`src/rtl/arm_pipe_pkg.sv`:
```
// Shared types and constants for the ARM pipeline control slice.
package arm_pipe_pkg;
    localparam int REG_IDX_W = 4;
    localparam int CNT_W_DEF = 16;

    typedef enum logic {
        RUN      = 1'b0,
        MEM_WAIT = 1'b1
    } ctrl_state_e;

    typedef enum logic [1:0] {
        MODE_NORMAL = 2'd0,
        MODE_STALL  = 2'd1,
        MODE_FLUSH  = 2'd2,
        MODE_FREEZE = 2'd3
    } ctrl_mode_e;
endpackage

```
`src/rtl/pipeline_controller_hazard_detect.sv`:
```
// Register-match hazard detection between ID sources and EXE/MEM destinations.
// FORWARD_EN: only load-use against EXE raises a hazard; otherwise all EXE/MEM matches do.
module hazard_detect
    import arm_pipe_pkg::*;
(
    input  logic [REG_IDX_W-1:0] id_src1,
    input  logic [REG_IDX_W-1:0] id_src2,
    input  logic                 id_two_src,
    input  logic                 id_use_src1,
    input  logic [REG_IDX_W-1:0] exe_dest,
    input  logic                 exe_wb_en,
    input  logic                 exe_mem_r_en,
    input  logic [REG_IDX_W-1:0] mem_dest,
    input  logic                 mem_wb_en,
    output logic                 hazard
);
    logic src1_exe, src2_exe, src1_mem, src2_mem;

    assign src1_exe = id_use_src1 && (id_src1 == exe_dest);
    assign src2_exe = id_two_src  && (id_src2 == exe_dest);
    assign src1_mem = id_use_src1 && (id_src1 == mem_dest);
    assign src2_mem = id_two_src  && (id_src2 == mem_dest);

`ifdef FORWARD_EN
    // ALU results are forwarded, so only a load still in EXE forces a bubble.
    logic unused_fwd;
    assign unused_fwd = ^{exe_wb_en, mem_wb_en, src1_mem, src2_mem};
    assign hazard = exe_mem_r_en && (src1_exe || src2_exe);
`else
    logic unused_nofwd;
    assign unused_nofwd = exe_mem_r_en;
    assign hazard = (exe_wb_en && (src1_exe || src2_exe)) ||
                    (mem_wb_en && (src1_mem || src2_mem));
`endif
endmodule

```
`src/rtl/pipeline_controller.sv`:
```
// Stall/flush sequencer for the five-stage pipeline: FSM, priority mux, saturating counters.
// Optional macro FORWARD_EN (see hazard_detect). The MEM-stage writeback input is
// named mem_stage_wb_en to keep it apart from the MEM/WB register enable output.
module pipeline_controller
    import arm_pipe_pkg::*;
#(
    parameter int CNT_W = CNT_W_DEF
) (
    input  logic                 clk,
    input  logic                 rst,
    input  logic [REG_IDX_W-1:0] id_src1,
    input  logic [REG_IDX_W-1:0] id_src2,
    input  logic                 id_two_src,
    input  logic                 id_use_src1,
    input  logic [REG_IDX_W-1:0] exe_dest,
    input  logic                 exe_wb_en,
    input  logic                 exe_mem_r_en,
    input  logic [REG_IDX_W-1:0] mem_dest,
    input  logic                 mem_stage_wb_en,
    input  logic                 exe_branch,
    input  logic                 mem_req,
    input  logic                 mem_ready,
    output logic                 pc_en,
    output logic                 if_id_en,
    output logic                 if_id_clr,
    output logic                 id_exe_en,
    output logic                 id_exe_clr,
    output logic                 exe_mem_en,
    output logic                 mem_wb_en,
    output logic                 mem_wb_clr,
    output logic                 in_mem_wait,
    output logic [CNT_W-1:0]     stall_count,
    output logic [CNT_W-1:0]     flush_count
);
    ctrl_state_e      state_q, state_d;
    ctrl_mode_e       mode;
    logic             hazard, freeze;
    logic [CNT_W-1:0] stall_cnt_q, stall_cnt_d, flush_cnt_q, flush_cnt_d;

    hazard_detect u_hazard (
        .id_src1      (id_src1),
        .id_src2      (id_src2),
        .id_two_src   (id_two_src),
        .id_use_src1  (id_use_src1),
        .exe_dest     (exe_dest),
        .exe_wb_en    (exe_wb_en),
        .exe_mem_r_en (exe_mem_r_en),
        .mem_dest     (mem_dest),
        .mem_wb_en    (mem_stage_wb_en),
        .hazard       (hazard)
    );

    always_ff @(posedge clk or negedge rst) begin
        if (!rst) begin
            state_q     <= RUN;
            stall_cnt_q <= '0;
            flush_cnt_q <= '0;
        end else begin
            state_q     <= state_d;
            stall_cnt_q <= stall_cnt_d;
            flush_cnt_q <= flush_cnt_d;
        end
    end

    always_comb begin
        state_d = state_q;
        case (state_q)
            RUN:      if (mem_req && !mem_ready) state_d = MEM_WAIT;
            MEM_WAIT: if (mem_ready)             state_d = RUN;
            default:                             state_d = RUN;
        endcase
    end

    // A held branch loses to the freeze and is flushed once mem_ready arrives.
    assign freeze = (state_q == RUN && mem_req && !mem_ready) ||
                    (state_q == MEM_WAIT && !mem_ready);

    always_comb begin
        if (freeze)          mode = MODE_FREEZE;
        else if (exe_branch) mode = MODE_FLUSH;
        else if (hazard)     mode = MODE_STALL;
        else                 mode = MODE_NORMAL;
    end

    always_comb begin
        pc_en      = 1'b1;
        if_id_en   = 1'b1;
        if_id_clr  = 1'b0;
        id_exe_en  = 1'b1;
        id_exe_clr = 1'b0;
        exe_mem_en = 1'b1;
        mem_wb_en  = 1'b1;
        mem_wb_clr = 1'b0;
        if (!rst) begin
            pc_en      = 1'b0;
            if_id_en   = 1'b0;
            id_exe_en  = 1'b0;
            exe_mem_en = 1'b0;
            mem_wb_en  = 1'b0;
            if_id_clr  = 1'b1;
            id_exe_clr = 1'b1;
            mem_wb_clr = 1'b1;
        end else begin
            case (mode)
                MODE_FREEZE: begin
                    pc_en      = 1'b0;
                    if_id_en   = 1'b0;
                    id_exe_en  = 1'b0;
                    exe_mem_en = 1'b0;
                    mem_wb_en  = 1'b0;
                    mem_wb_clr = 1'b1;
                end
                MODE_FLUSH: begin
                    if_id_clr  = 1'b1;
                    id_exe_clr = 1'b1;
                end
                MODE_STALL: begin
                    pc_en      = 1'b0;
                    if_id_en   = 1'b0;
                    id_exe_clr = 1'b1;
                end
                default: ;
            endcase
        end
    end

    always_comb begin
        stall_cnt_d = stall_cnt_q;
        flush_cnt_d = flush_cnt_q;
        if ((mode == MODE_FREEZE || mode == MODE_STALL) && stall_cnt_q != '1)
            stall_cnt_d = stall_cnt_q + CNT_W'(1);
        if (mode == MODE_FLUSH && flush_cnt_q != '1)
            flush_cnt_d = flush_cnt_q + CNT_W'(1);
    end

    assign in_mem_wait = (state_q == MEM_WAIT);
    assign stall_count = stall_cnt_q;
    assign flush_count = flush_cnt_q;
endmodule

```
`config.mk`:
```
export PLATFORM = sky130hd
export DESIGN_NAME = pipeline_controller
export DESIGN_NICKNAME = d
export VERILOG_FILES = /design/src/rtl/arm_pipe_pkg.sv /design/src/rtl/pipeline_controller_hazard_detect.sv /design/src/rtl/pipeline_controller.sv
export SDC_FILE = /design/constraint.sdc
export NUM_CORES = 1
export LEC_CHECK = 0
export ABC_AREA = 1
export CAP_MARGIN = 20
export CORE_ASPECT_RATIO = 0.8
export CORE_MARGIN = 5
export CORE_UTILIZATION = 40
export DETAILED_ROUTE_END_ITERATION = 10
export GPL_ROUTABILITY_DRIVEN = 0
export PLACE_DENSITY = 0.81
export SLEW_MARGIN = 0
export SYNTH_ARGS = -nofsm -noshare
export SYNTH_HDL_FRONTEND = slang
export SYNTH_SLANG_ARGS = --single-unit
export TNS_END_PERCENT = 30
```
`constraint.sdc`:
```
create_clock -name clk -period 3.54 [get_ports clk]
set_clock_uncertainty 0.15 [all_clocks]
set_input_delay 0.531 -clock clk [delete_from_list [all_inputs] [get_ports clk]]
set_output_delay 0.531 -clock clk [all_outputs]
set_load 0.03 [all_outputs]
```
==> key figures <==
Global routing
  – Number of antenna violations at the first check in global routing: 0
  – Global-route congestion overflow total: 0
  – Wire length of the first global-routing pass: roughly 9.6 mm
  – Via count of the first global-routing pass: about 2100
  – GRT Resource Usage Total: 16.55%
  – Maximum number of pins on one net before global-route repair: 25

STA
  – Final max-slew violation count: 0
  – Maximum achievable frequency: about 310 MHz
  – Smallest hold slack: around 0.37 ns
  – Final setup TNS: 0 ns
  – Tcrit/Tclk final: about nine tenths
  – RSZ-0062 raised after global routing: no
  – Relative slew slack: 73.63%
  – Final setup violating endpoints: 0
  – Final hold violation count: 0
  – Slew at the pin closest to its max-slew limit: approximately 0.4 ns
  – Setup ws final: 0.3428 ns
  – Clock period minus final worst setup slack: roughly 3.2 ns

Clock tree
  – Post-CTS Setup Bufs: 0
  – Clock-pin slew of the registers on the worst-case setup and hold paths: approximately 0.060 ns
  – Number of buffers created by CTS: 5
  – Number of clock sinks: 33
  – Level count of the clock H-tree: 2
  – Root Buffer: sky130_fd_sc_hd__clkbuf_8
  – Maximum clock path buffer count: 2
  – Clock tree from TritonCTS: done
  – # hold bufs at CTS: 0
  – Number of gates given a new drive strength after cts: 0
  – Clk Latency, worst-skew pair: 0.28 ns

Power
  – Part of the power in the clock network: around 27%
  – Total Power: roughly 1300 µW
  – Int Pwr: roughly 860 µW
  – Switching component of the power: ~490 µW
  – Static leakage: roughly 0.0015 µW
  – Largest vdd supply drop: around 0.34 mV
  – Logic pwr share: a little over a third
  – Sequential share of power: a little under two fifths
  – Pwr Density: between 400 and 500 nW/µm²
  – Switching portion of total power: 36.14%

Layout
  – Final layout net count: ~400
  – Utilization of the core after routing: a little under three fifths
  – Combined area of the multi-input logic cells: roughly 1200 µm²
  – Number of antenna cells inserted: 0
  – Synth-to-Final Area Change: 36.00%
  – Register cell area after layout: between 800 and 900 µm²
  – Share of post-route cells with drive strength above 1: around 6.4%
  – Number of filler instances in the final layout: just over 500

Floorplanning
  – Site Rows: 24
  – Ports: 67
  – CORE AREA: about 5400 µm²
  – Initial Utilization: between 40% and 50%
  – Total die area: around 7000 µm²
  – Width of the die: ~93 µm
  – Die height: ~76 µm

Setup path
  – Critical-path maximum fanout: 3
  – Startpoint type of the worst setup path: input pin
  – Worst setup path category: input pin to output pin
  – Worst setup startpoint: id_src1[1]
  – Required time reported for the critical path endpoint: 2.86 ns
  – Data arrival at the endpoint of the critical path: approximately 2.5 ns
  – Type of element capturing the critical path: output pin
  – Reg2reg start: flush_count[0]

Place
  – Number of port buffers: 65
  – Pre-CTS setup slack: 0.09214 ns
  – HPWL after detailed placement: around 4.4 mm

Synthesis
  – Synthesized flop and latch total: 33
  – Area share of the largest cell type after synthesis: between 30% and 40%
  – Post-Syn Area per Cell: 7.177 µm²
  – Cells after Synth: between 300 and 400
  – Register area share after synthesis: a little under two fifths
  – Post-Syn Area: 2203 µm²
  – Number of enable flip-flop cells after synthesis: 0
  – Area leader, netlist: sky130_fd_sc_hd__dfrtp_1
  – Most instantiated library cell after synthesis: sky130_fd_sc_hd__nand2_1
  – Yosys warning count: 0
  – Most frequent cells after synthesis: 94 x sky130_fd_sc_hd__nand2_1, 40 x sky130_fd_sc_hd__nor2_1, 36 x sky130_fd_sc_hd__inv_1
  – Number of distinct library cell variants in the gate-level netlist after synthesis: 26
  – Post-synth net total: ~340
  – Fraction of registers with async set/reset: 100.0%
  – Synth Flop Type: sky130_fd_sc_hd__dfrtp_1
  – Top post-synthesis cells by area: sky130_fd_sc_hd__dfrtp_1 37%, sky130_fd_sc_hd__nand2_1 16%, sky130_fd_sc_hd__xor2_1 7.2%

Drt
  – Residual antenna-violating net count after detailed routing: 0
  – DR iter-0 viols: around 120
  – WL/cell: about 13 µm
  – Vias/cell: 4.911
  – Detailed Routing Iterations Pass 1: 4
  – Number of vias in the routed layout: approximately 2200
  – Total wirelength of the detailed-routed design: about 5.6 mm
  – Total DRC errors in the routed layout: 0

Min path
  – Worst hold path type: flip-flop to flip-flop
  – Worst min-delay path startpoint: flush_count[8]

Outcome
  – Run status: finished, final reports clean

Job
  – Number of max-cap violations: 0
## kinds of logic (layout without fill, tap and decap cells)
family	Yosys count	after routing	synth area share, %
AND/OR/NAND/NOR	190	190	38.33
buffers and inverters	47	114	9.597
adder cells (fa/ha/maj)	3	3	1.704
AO/OA/AOI/OAI	6	6	1.761
flip-flops	33	33	37.48
XOR/XNOR	28	28	11.13
## path summary, 6_finish.rpt
kind                                    to  slack [ns]  cells after the start
max reg2reg                flush_count[14]        1.50                      8
min                         flush_count[8]        0.37                      1
min reg2reg                 flush_count[8]        0.37                      1
max in group asynchronous   stall_count[2]        2.37                      2
min in group asynchronous  stall_count[14]        0.54                      2
max                             id_exe_clr        0.34                     12
## flip-flops by register name, summed over array words and instances, names as in the netlist
register,cells
in_mem_wait,1
stall_count,16
flush_count,16
## metrics by stage
step | cell area [µm²] | std cells
2_1_floorplan | 2203 | 307
3_3_place_gp | 2878 | 431
3_5_place_dp | 2878 | 431
4_1_cts | 2994 | 439
5_1_grt | 2997 | 439
6_report | 2997 | 439
## critical path, stage by stage
cell	delay, ns
sky130_fd_sc_hd__clkdlybuf4s50_1	0.50
sky130_fd_sc_hd__inv_1	0.06
sky130_fd_sc_hd__nand2_1	0.05
sky130_fd_sc_hd__o21ai_0	0.07
sky130_fd_sc_hd__nor2_1	0.16
sky130_fd_sc_hd__nand3_1	0.09
sky130_fd_sc_hd__nand2_1	0.07
sky130_fd_sc_hd__nand2_1	0.07
sky130_fd_sc_hd__a31oi_1	0.19
sky130_fd_sc_hd__ha_1	0.26
sky130_fd_sc_hd__or2_2	0.29
sky130_fd_sc_hd__buf_4	0.17
## metal layers
| layer | vias up | global-route usage [%] | part of all wire [%] |
|---|---|---|---|
| met1 | 991 | 21.93 | 47 |
| li1 | 1105 | - | - |
| met5 | - | 0 | 0 |
| met4 | 0 | 4.100 | 0.90 |
| met2 | 53 | 26.82 | 48 |
| met3 | 7 | 4.344 | 4.7 |
## cells in the final DEF, fill, tap and decap left out, types with 2 or more instances in the layout
cell type,n
sky130_fd_sc_hd__buf_4,10
sky130_fd_sc_hd__clkbuf_8,6
sky130_fd_sc_hd__clkdlybuf4s50_1,58
sky130_fd_sc_hd__dfrtp_1,33
sky130_fd_sc_hd__ha_1,3
sky130_fd_sc_hd__inv_1,36
sky130_fd_sc_hd__nand2_1,94
sky130_fd_sc_hd__nand3_1,22
sky130_fd_sc_hd__nand3_2,2
sky130_fd_sc_hd__nand4_1,20
sky130_fd_sc_hd__nor2_1,40
sky130_fd_sc_hd__nor3_1,7
sky130_fd_sc_hd__o21ai_0,2
sky130_fd_sc_hd__xnor2_1,10
sky130_fd_sc_hd__xor2_1,18
## power by group through the flow
stage	clock network, µW	logic, µW	registers [µW]
6_report	365	474	511
5_1_grt	395	515	524
4_1_cts	372	480	512
3_5_place_dp	0	477	518
3_3_place_gp	0	469	517
2_1_floorplan	0	173	615
## final cells by class
type	count	share of cell area, %
Clock buffer	7	2.881
Clock inverter	1	1.002
Inverter	37	4.635
Multi-Input combinational cell	227	38.91
Sequential cell	33	27.56
Tap cell	65	2.714
Timing Repair Buffer	69	22.30
Power figures use the tool's default switching activity.
